File: config.mk
export PLATFORM = sky130hd
export DESIGN_NAME = s_store_unit
export DESIGN_NICKNAME = d
export VERILOG_FILES = /design/src/rtl/s_store_pkg.sv /design/src/rtl/s_store_timer.sv /design/src/rtl/s_store_unit.sv
export SDC_FILE = /design/constraint.sdc
export NUM_CORES = 1
export LEC_CHECK = 0
export BUFFER_PORTS_ARGS = -buffer_cell sky130_fd_sc_hd__buf_2
export CAP_MARGIN = 30
export CORE_ASPECT_RATIO = 0.5
export CORE_MARGIN = 8
export CORE_UTILIZATION = 30
export CTS_CLUSTER_SIZE = 10
export DETAILED_ROUTE_END_ITERATION = 7
export PLACE_DENSITY = 0.5
export SYNTH_ARGS = -nofsm -noshare
export SYNTH_HDL_FRONTEND = slang
export SYNTH_HIERARCHICAL = 1
export SYNTH_SLANG_ARGS = --single-unit
File: constraint.sdc
create_clock -name clk -period 2.5 [get_ports clk]
set_clock_uncertainty 0.05 [all_clocks]
set_input_delay 0.125 -clock clk [delete_from_list [all_inputs] [get_ports clk]]
set_output_delay 0.125 -clock clk [all_outputs]
set_load 0.01 [all_outputs]
File: src/rtl/s_store_pkg.sv
// Shared types for the S-bus store path.
// State encoding and bus widths shared with the load-path blocks.
package s_store_pkg;

    localparam int S_DATA_W = 16;
    localparam int S_ADDR_W = 16;

    typedef enum logic [2:0] {
        IDLE = 3'd0,
        REQ  = 3'd1,
        REL  = 3'd2,
        DONE = 3'd3,
        ERR  = 3'd4
    } st_state_t;

endpackage

File: src/rtl/s_store_timer.sv
// Wait-state timer for the store handshake.
// Saturating up-counter; expire flags the last allowed REQ cycle.
module s_store_timer #(
    parameter int TIMEOUT = 15
) (
    input  logic                            clk,
    input  logic                            reset,
    input  logic                            clr,
    input  logic                            en,
    input  logic                            load,
    input  logic [$clog2(TIMEOUT+1)-1:0]    load_val,
    output logic                            expire
);

    localparam int TW = $clog2(TIMEOUT + 1);
    localparam logic [TW-1:0] T_MAX  = TW'(TIMEOUT);
    localparam logic [TW-1:0] T_LAST = TW'(TIMEOUT - 1);

    logic [TW-1:0] count;

    always_ff @(posedge clk) begin
        if (reset || clr) begin
            count <= '0;
        end else if (load) begin
            count <= load_val;
        end else if (en && (count != T_MAX)) begin
            count <= count + 1'b1;
        end
    end

    assign expire = (count == T_LAST);

endmodule

File: src/rtl/s_store_unit.sv
// Store-path sequencer: drives one S-bus word into data memory
// over a four-phase req/ack handshake with a wait-state timeout.
module s_store_unit
    import s_store_pkg::*;
#(
    parameter int DATA_W  = S_DATA_W,
    parameter int ADDR_W  = S_ADDR_W,
    parameter int TIMEOUT = 15
) (
    input  logic              clk,
    input  logic              reset,
    input  logic              st_start,
    input  logic [ADDR_W-1:0] st_addr,
    input  logic [DATA_W-1:0] S,
    output logic              mem_req,
    output logic              mem_we,
    output logic [ADDR_W-1:0] mem_addr,
    output logic [DATA_W-1:0] mem_wdata,
    input  logic              mem_ack,
    output logic              st_busy,
    output logic              st_done,
    output logic              st_err
);

    localparam int TW = $clog2(TIMEOUT + 1);

    st_state_t state;
    st_state_t state_nx;

    logic t_clr;
    logic t_en;
    logic t_exp;
    logic take;

    s_store_timer #(
        .TIMEOUT (TIMEOUT)
    ) u_timer (
        .clk      (clk),
        .reset    (reset),
        .clr      (t_clr),
        .en       (t_en),
        .load     (1'b0),
        .load_val ({TW{1'b0}}),
        .expire   (t_exp)
    );

    // Ack is checked before expiry so a late ack still completes.
    always_comb begin
        state_nx = state;
        t_clr    = 1'b0;
        t_en     = 1'b0;
        take     = 1'b0;
        unique case (state)
            IDLE: begin
                if (st_start) begin
                    state_nx = REQ;
                    t_clr    = 1'b1;
                    take     = 1'b1;
                end
            end
            REQ: begin
                if (mem_ack) begin
                    state_nx = REL;
                end else if (t_exp) begin
                    state_nx = ERR;
                end else begin
                    t_en = 1'b1;
                end
            end
            REL: begin
                if (!mem_ack) begin
                    state_nx = DONE;
                end
            end
            DONE:    state_nx = IDLE;
            ERR:     state_nx = IDLE;
            default: state_nx = IDLE;
        endcase
    end

    // Outputs are registered from the next state.
    always_ff @(posedge clk) begin
        if (reset) begin
            state     <= IDLE;
            mem_req   <= 1'b0;
            mem_we    <= 1'b0;
            st_busy   <= 1'b0;
            st_done   <= 1'b0;
            st_err    <= 1'b0;
            mem_addr  <= '0;
            mem_wdata <= '0;
        end else begin
            state   <= state_nx;
            mem_req <= (state_nx == REQ);
            mem_we  <= (state_nx == REQ);
            st_busy <= (state_nx != IDLE);
            st_done <= (state_nx == DONE);
            st_err  <= (state_nx == ERR);
            if (take) begin
                mem_addr  <= st_addr;
                mem_wdata <= S;
            end
        end
    end

endmodule
; Word level (Yosys, flattened, before mapping)
; Cells that the tools add are included.
[word_totals]
word_cells = 30
regBits = 43
[op_classes]
add_sub_neg = 1
n_mux = 10
eq_ne = 7
n_reduce_logical = 4
[op_table]
columns = cell, n
row1 = $mux 3, 4
row2 = $pmux 3 s3, 1
row3 = $eq 3x1->1 const B, 2
row4 = $eq 3x2->1 const B, 2
row5 = $mux 1, 5
row6 = $add 4x1->4 const B, 1
row7 = $eq 4x4->1 const B, 1
row8 = $ne 4x4->1 const B, 1
row9 = $eq 3x3->1 const B, 1
row10 = $logic_not 3->1, 1
row11 = $reduce_bool 3->1, 1
row12 = $logic_and 1x1->1, 1
row13 = $logic_or 1x1->1, 1

; Depth between registers and ports, before layout
; Gate-level depths: netlist (run 1).
[depth]
word_depth = 5
depth_mapped = 8

; Modules after synthesis
; Netlist (run 1), hierarchy kept.
[modules_own_cells]
columns = module, cells_each, instances, area_each_um2, seq_area_each_um2
row1 = s_store_unit, 169, 1, 1750.4, 780.7
row2 = s_store_timer, 32, 1, 251.5, 80.1

; Least setup slack after synthesis (run 1)
; No wires, ideal clock.
[synth_timing]
path_type = reg2reg
from = register u_timer.count[0]
to = register u_timer.count[3]
slack_ps = 408
t_arrival_ps = 1968
path_stages_with_launch = 9
cell_sequence = dfxtp_1 -> inv_1 -> ha_1 -> and3_2 -> nor3b_1 -> nor3b_1 -> nand4_1 -> or2_0 -> a31oi_1
[synth_via]
elab_chain_len = 5
word_cells_on_any_way = 7
cone_classes = add/sub: 1 / eq/ne: 2 / mux: 3 / reduce/logical: 1
[synth_lines]
columns = item, line_no
row1 = from (decl), s_store_timer.sv:19  ; logic [TW-1:0] count;
row2 = from (signal assigned), s_store_timer.sv:25  ; count <= load_val;
row3 = from (signal assigned), s_store_timer.sv:27  ; count <= count + 1'b1;
row4 = $eq 4x4->1, s_store_timer.sv:31  ; assign expire = (count == T_LAST);
row5 = named net t_exp, s_store_unit.sv:32  ; logic t_exp;
row6 = $mux 1, s_store_unit.sv:64  ; end else if (t_exp) begin
row7 = $mux 1, s_store_unit.sv:62  ; if (mem_ack) begin
row8 = $mux 1, s_store_unit.sv:53  ; unique case (state)
row9 = named net t_en, s_store_unit.sv:31  ; logic t_en;
row10 = $logic_and 1x1->1, s_store_timer.sv:26  ; end else if (en && (count != T_MAX)) begin
; The timed path passes the listed nets, and every way through them passes these cells.
; A chain may end at the register's enable or synchronous reset.

; Final worst setup path (run 1)
; Ends and elaborated chain as after synthesis.

==> impl_metrics.csv, run 1 <==
group,metric,value,unit
routing,vias_per_cell,4.21,
routing,drc,0,
routing,dr.pass1.iters,4,
floorplanning,die_area,9700,um2
pwr,p_leak,1.18,nW
routing,wire_per_inst,12.0,um
synth,syn_inst,201,
global_route,grt_max_degree,71,
synth,avgSynthCellArea,9.96,um2
synth,ys_seq_area_frac,0.430,
cts,post_cts_buffers,0,
floorplanning,rows,21,
synth,async_reset_ff_frac,0,
floorplanning,ios,73,
critical_path,cpPeakStageDelay,380,ps
critical_path,slowest_stage,"dfxtp_1",
status,status,"finished clean",
global_route,grt_pass1_wl,7270,um
pwr,p_per_area,645,nW/um2
cts,clkLatencyLatePin,270,ps
timing,slew_viol_final,0,
critical_path,crit_family,"simple AND/OR/NAND/NOR gates",
critical_path,cp.depth,9,
critical_path,cp_common_cell,"nor3b_1",
hold_path,hold_class,"input pin to flop",
timing,max_freq,467,MHz
synth,synth_cell_types,36,
cells_and_area,nNetsFinal,315,
cts,cts_tree,"done",
place,gp_congestion,0.745,
critical_path,path_buf_inv,2,
floorplanning,die_h,73.8,um
place,dp.cells,362,
critical_path,crit_path_cell_trace,"inv_1 > ha_1 > and3_2 > nor3b_1 > nor3b_1 > buf_4 > nand4_1 > or2_0 > a31oi_1",
timing,finalHoldViolCount,0,
critical_path,start_kind,"flop",
global_route,grt_use_total,0.0931,
pwr,peakVddDrop,270,uV
floorplanning,die_w,132,um
cells_and_area,antennaDiodeCount,0,
cts,cts_buffer_depth,2,
timing,post-route-period-util,0.856,
place,port_buffers,72,
timing,slew-limit-headroom,0.424,
floorplanning,initial_utilization,0.305,
synth,synth_edf_count,0,
hold_path,holdPathStages,3,
routing,wl,4430,um
cts,cts_sinks,43,
cts,path_clk_slew,60,ps
cells_and_area,layoutNonFillerInstCount,369,
critical_path,cp.required,2650,ps
job,drv_cap,0,
routing,postRouteAntennaNets,0,
critical_path,cp-end-kind,"flop",
synth,netlist_area,2000,um2
critical_path,r2r_cells,9,
global_route,overflow,0,
place,dp_hpwl,3260,um
cts,cts_inserted_buffers,5,
critical_path,cp_data_arrival_time,2290,ps
critical_path,crit_type,"flop to flop",
cts,cts.htree.levels,2,
cts,cts_resized,0,
cells_and_area,syn_to_final_growth,29.4,%
global_route,grt_pass1_vias,1638,
timing,period_needed,2140,ps
timing,finalSetupTns,0,ps
routing,dr_total_vias,1554,
routing,drtIter0Drc,91,
cells_and_area,postLayoutCoreUtil,0.394,
timing,rsz0062_at_grt,"no",
critical_path,crit_fanout,6,
timing,worst_slew_pin_slew,864,ps
cts,cts_hold_buffers,0,
synth,yosysWarnings,6,
cells_and_area,drive_above_1_share,0.318,
synth,ys_ff_latch,43,
cells_and_area,n_fill_cell,695,
timing,setup_viol,0,
cts,ctsRootBufferMaster,"clkbuf_16",
floorplanning,core-area,6570,um2
synth,synth-main-ff-cell,"dfxtp_1",
global_route,antenna_found_initial,0,
## through the flow
| stage | total power [W] | hold WS, ps | area (um2) | setup slack (ps) |
|---|---|---|---|---|
| floorplan | 0.000960 | 230 | 2030 | 408 |
| global placement | 0.00105 | 337 | 2450 | 456 |
| detailed placement | 0.00105 | 346 | 2450 | 368 |
| CTS | 0.00170 | 47.5 | 2590 | 353 |
| global route | 0.00177 | 50.6 | 2590 | 188 |
| finish | 0.00167 | 53.6 | 2590 | 360 |
## worst register-to-register path, cell delays in order, from the launching register on
cell     delay (ps)
dfxtp_1         380
inv_1            80
ha_1            190
and3_2          210
nor3b_1         280
nor3b_1         230
buf_4           170
nand4_1         110
or2_0           220
a31oi_1         160
## placed cells by master, fill, tap and decap left out, drive strengths merged, types with 2 or more instances in the layout
master	count
a31oi	2
and3	3
buf	75
clkbuf	6
conb	9
dfxtp	43
ha	2
inv	3
mux2i	32
nand2b	64
nand3	4
nand4	2
nor2	4
nor3	2
nor3b	4
o21ai	5
## final timing paths
kind / from / to / slack, ps
setup / recovery: u_timer/count[0] / u_timer/count[3] / 360
hold / removal: st_addr[8] / mem_addr[8] / 50
setup reg to reg: u_timer/count[0] / u_timer/count[3] / 360
hold reg to reg: mem_addr[12] / mem_addr[12] / 420
## state kept, by name, summed over array words and instances (netlist names)
register / flops
mem_addr: 16
mem_wdata: 16
st_err: 1
st_busy: 1
st_done: 1
mem_we: 1
u_timer/count: 4
state: 3
## synthesized netlist by cell type (all sizes together) (2+ instances only)
cell type | number | area share
inv | 3 | 0.0056
mux2i | 32 | 0.16
and3 | 3 | 0.011
ha | 2 | 0.012
nor2 | 4 | 0.0075
nand3 | 4 | 0.010
dfxtp | 43 | 0.43
a31oi | 2 | 0.0062
nor3b | 4 | 0.020
nand4 | 2 | 0.0062
nor3 | 2 | 0.0050
buf | 8 | 0.035
o21ai | 5 | 0.012
clkbuf | 6 | 0.011
nand2b | 64 | 0.20
## final cells by class
type	count	area (um2)	share of cell area
Sequential cell	43	861	0.332
Inverter	3	11.3	0.00435
Clock buffer	6	139	0.0536
Clock inverter	1	5.00	0.00193
Timing Repair Buffer	75	383	0.148
Tap cell	92	115	0.0444
Multi-Input combinational cell	149	1080	0.415
## cells by family (layout without fill, tap and decap cells)
group,count (synthesis),after routing,synth area share
fa+ha+maj,2,2,0.0125
flops,43,43,0.430
mux,32,32,0.160
other cells,1,9,0.00187
compound gates,14,14,0.0463
simple gates,92,92,0.297
buf+inv,17,85,0.0519
## power breakdown
group          leakage, nW  switching [W]  internal, W
combinational        0.759       0.000129     0.000133
sequential           0.353      0.0000341     0.000738
clock               0.0727       0.000246     0.000390
total                 1.18       0.000409      0.00126
## layer usage
layer  global-route usage  vias to the layer above  share of wire
met5                    0                        -              0
met4               0.0378                        0         0.0086
met3               0.0389                        4          0.049
met2                0.170                       29           0.53
met1               0.0943                      711           0.42
li1                     -                      810              -
Note: power is estimated with default switching activity, not from simulation.
==> inputs of run 2 (changes only) <==
--- a/config.mk
+++ b/config.mk
@@ -12,7 +12,7 @@
 export CORE_UTILIZATION = 30
 export CTS_CLUSTER_SIZE = 10
 export DETAILED_ROUTE_END_ITERATION = 7
-export PLACE_DENSITY = 0.5
+export PLACE_DENSITY = 0.58
 export SYNTH_ARGS = -nofsm -noshare
 export SYNTH_HDL_FRONTEND = slang
 export SYNTH_HIERARCHICAL = 1
==> constraint.sdc (replaced) <==
create_clock -name clk -period 1.95 [get_ports clk]
set_clock_uncertainty 0.05 [all_clocks]
set_input_delay 0.0975 -clock clk [delete_from_list [all_inputs] [get_ports clk]]
set_output_delay 0.0975 -clock clk [all_outputs]
set_load 0.01 [all_outputs]
==> run 2 against run 1 <==
  * Flip-flop and latch count unchanged
  * First-iteration DRC count shrank 13%
  * Worst setup slack lost 220 ps
  * Highest routed layer unchanged
  * Fmax rose by 19%
  * Design area increased by 3.0%
  * Count of clock-buffer cells in the layout increased by 2
  * Die area unchanged
  * Cell count up 1.4%
  * Combinational power increased by 39%
  * Global-route usage is 0.11 points higher
==> impl_metrics.csv, run 2 (synthesis gave the netlist of run 1 again) <==
group,metric,value,unit
cells_and_area,multi_input_comb_area,1100,um2
global_route,overflow,0,
routing,drtIter0Drc,79,
global_route,antenna_found_initial,0,
critical_path,crit_path_cell_trace,"inv_2 > ha_2 > and3_4 > nor3b_2 > nor3b_4 > nand4_1 > or2_0 > a31oi_1",
global_route,grt_pass1_vias,1623,
routing,drc,0,
routing,wire_per_inst,12.1,um
timing,period_needed,1810,ps
cells_and_area,final_cell_mix,"buf_2, nand2b_1, dfxtp_1",
cts,clkLatencyLatePin,280,ps
floorplanning,rows,21,
timing,setup_viol,0,
timing,setup_ws,145,ps
cts,cts_tree,"done",
pwr,peakVddDrop,336,uV
job,drv_cap,0,
floorplanning,ios,73,
cts,ctsRootBufferMaster,"clkbuf_16",
cts,cts_hold_buffers,0,
floorplanning,die_h,73.8,um
place,dp_hpwl,3370,um
cells_and_area,syn_to_final_growth,33.3,%
critical_path,slowest_stage,"dfxtp_2",
timing,worst_slew_pin_slew,495,ps
floorplanning,initial_utilization,0.305,
cells_and_area,nNetsFinal,319,
hold_path,hold_class,"input pin to flop",
cts,path_clk_slew,60,ps
status,status,"finished clean",
global_route,grt_max_degree,38,
global_route,grt_pass1_wl,7520,um
cts,cts_buffer_depth,2,
cells_and_area,layoutNonFillerInstCount,374,
routing,dr_total_vias,1578,
critical_path,r2r_slack,140,ps
critical_path,crit_type,"flop to flop",
critical_path,cp.required,2110,ps
place,post_dp_cell_area,2490,um2
timing,slew_viol_final,0,
place,pre_cts_ws,7.01,ps
cells_and_area,layout_commonest_cell,"buf_2",
timing,finalSetupTns,0,ps
routing,postRouteAntennaNets,0,
cells_and_area,seqCellArea,862,um2
cts,cts.htree.levels,2,
critical_path,cp-end-kind,"flop",
critical_path,cp_data_arrival_time,1970,ps
cts,post_cts_buffers,0,
pwr,total_power,0.00222,W
routing,wl,4540,um
cells_and_area,top_regs,"mem_addr: 16 flops, mem_wdata: 16 flops, u_timer/count: 4 flops",
floorplanning,core-area,6570,um2
cts,cts_sinks,43,
cells_and_area,antennaDiodeCount,0,
place,port_buffers,72,
routing,vias_per_cell,4.22,
timing,finalHoldViolCount,0,
cells_and_area,fin_area,2670,um2
place,gp_congestion,0.791,
critical_path,start_kind,"flop",
timing,post-route-period-util,0.926,
cells_and_area,drive_above_1_share,0.344,
critical_path,cpPeakStageDelay,330,ps
global_route,grt_use_total,0.0942,
pwr,p_leak,1.22,nW
timing,slew-limit-headroom,0.668,
cells_and_area,n_fill_cell,677,
routing,dr.pass1.iters,4,
pwr,p_per_area,832,nW/um2
critical_path,crit_fanout,5,
floorplanning,die_w,132,um
cts,cts_inserted_buffers,5,
timing,max_freq,554,MHz
timing,rsz0062_at_grt,"no",
floorplanning,die_area,9700,um2
place,dp.cells,366,
## run 2: path summary, 6_finish.rpt
check,start,end,cells after the start
worst max-delay path,u_timer/count[0],u_timer/count[3],8
worst min-delay path,S[8],mem_wdata[8],3
worst min register to register,mem_addr[12],mem_addr[12],2
worst max register to register,u_timer/count[0],u_timer/count[3],8
## run 2: per-layer routing
layer | track usage | vias up | wire (um)
met5 | 0 | - | 0
met4 | 0.0378 | 0 | 57
met3 | 0.0259 | 5 | 130
met2 | 0.182 | 22 | 2480
met1 | 0.0969 | 729 | 1860
li1 | - | 822 | -
## run 2: layout make-up
cell class | instances | share of cell area
Multi-Input combinational cell | 149 | 0.412
Sequential cell | 43 | 0.323
Timing Repair Buffer | 79 | 0.159
Clock buffer | 8 | 0.0586
Tap cell | 92 | 0.0431
Inverter | 3 | 0.00422
## run 2: critical path: cells and delay by family, from the launching register on
family / cells / cell delay [ps]
adder cells (fa/ha/maj): 1 / 160
AO/OA/AOI/OAI: 1 / 120
AND/OR/NAND/NOR: 5 / 1050
buffers and inverters: 1 / 40
flip-flops: 1 / 330
## run 2: repair_timing
item | 4_1_cts | 5_1_grt
resized for setup | 2 | 4
pin swaps | 0 | 4
setup endpoints to repair | 1 | 2
## run 2: power by group
group          internal (W)  switching [W]
logic              0.000185       0.000179
clock network      0.000545       0.000328
registers          0.000947      0.0000360
## run 2: metrics by stage
stage / util / hold WS, ps
after global routing: 0.406 / 29.7
after floorplan: - / 203
after detailed placement: 0.380 / 318
final: 0.406 / 21.5
after CTS: 0.405 / 16.3
after global placement: 0.380 / 309
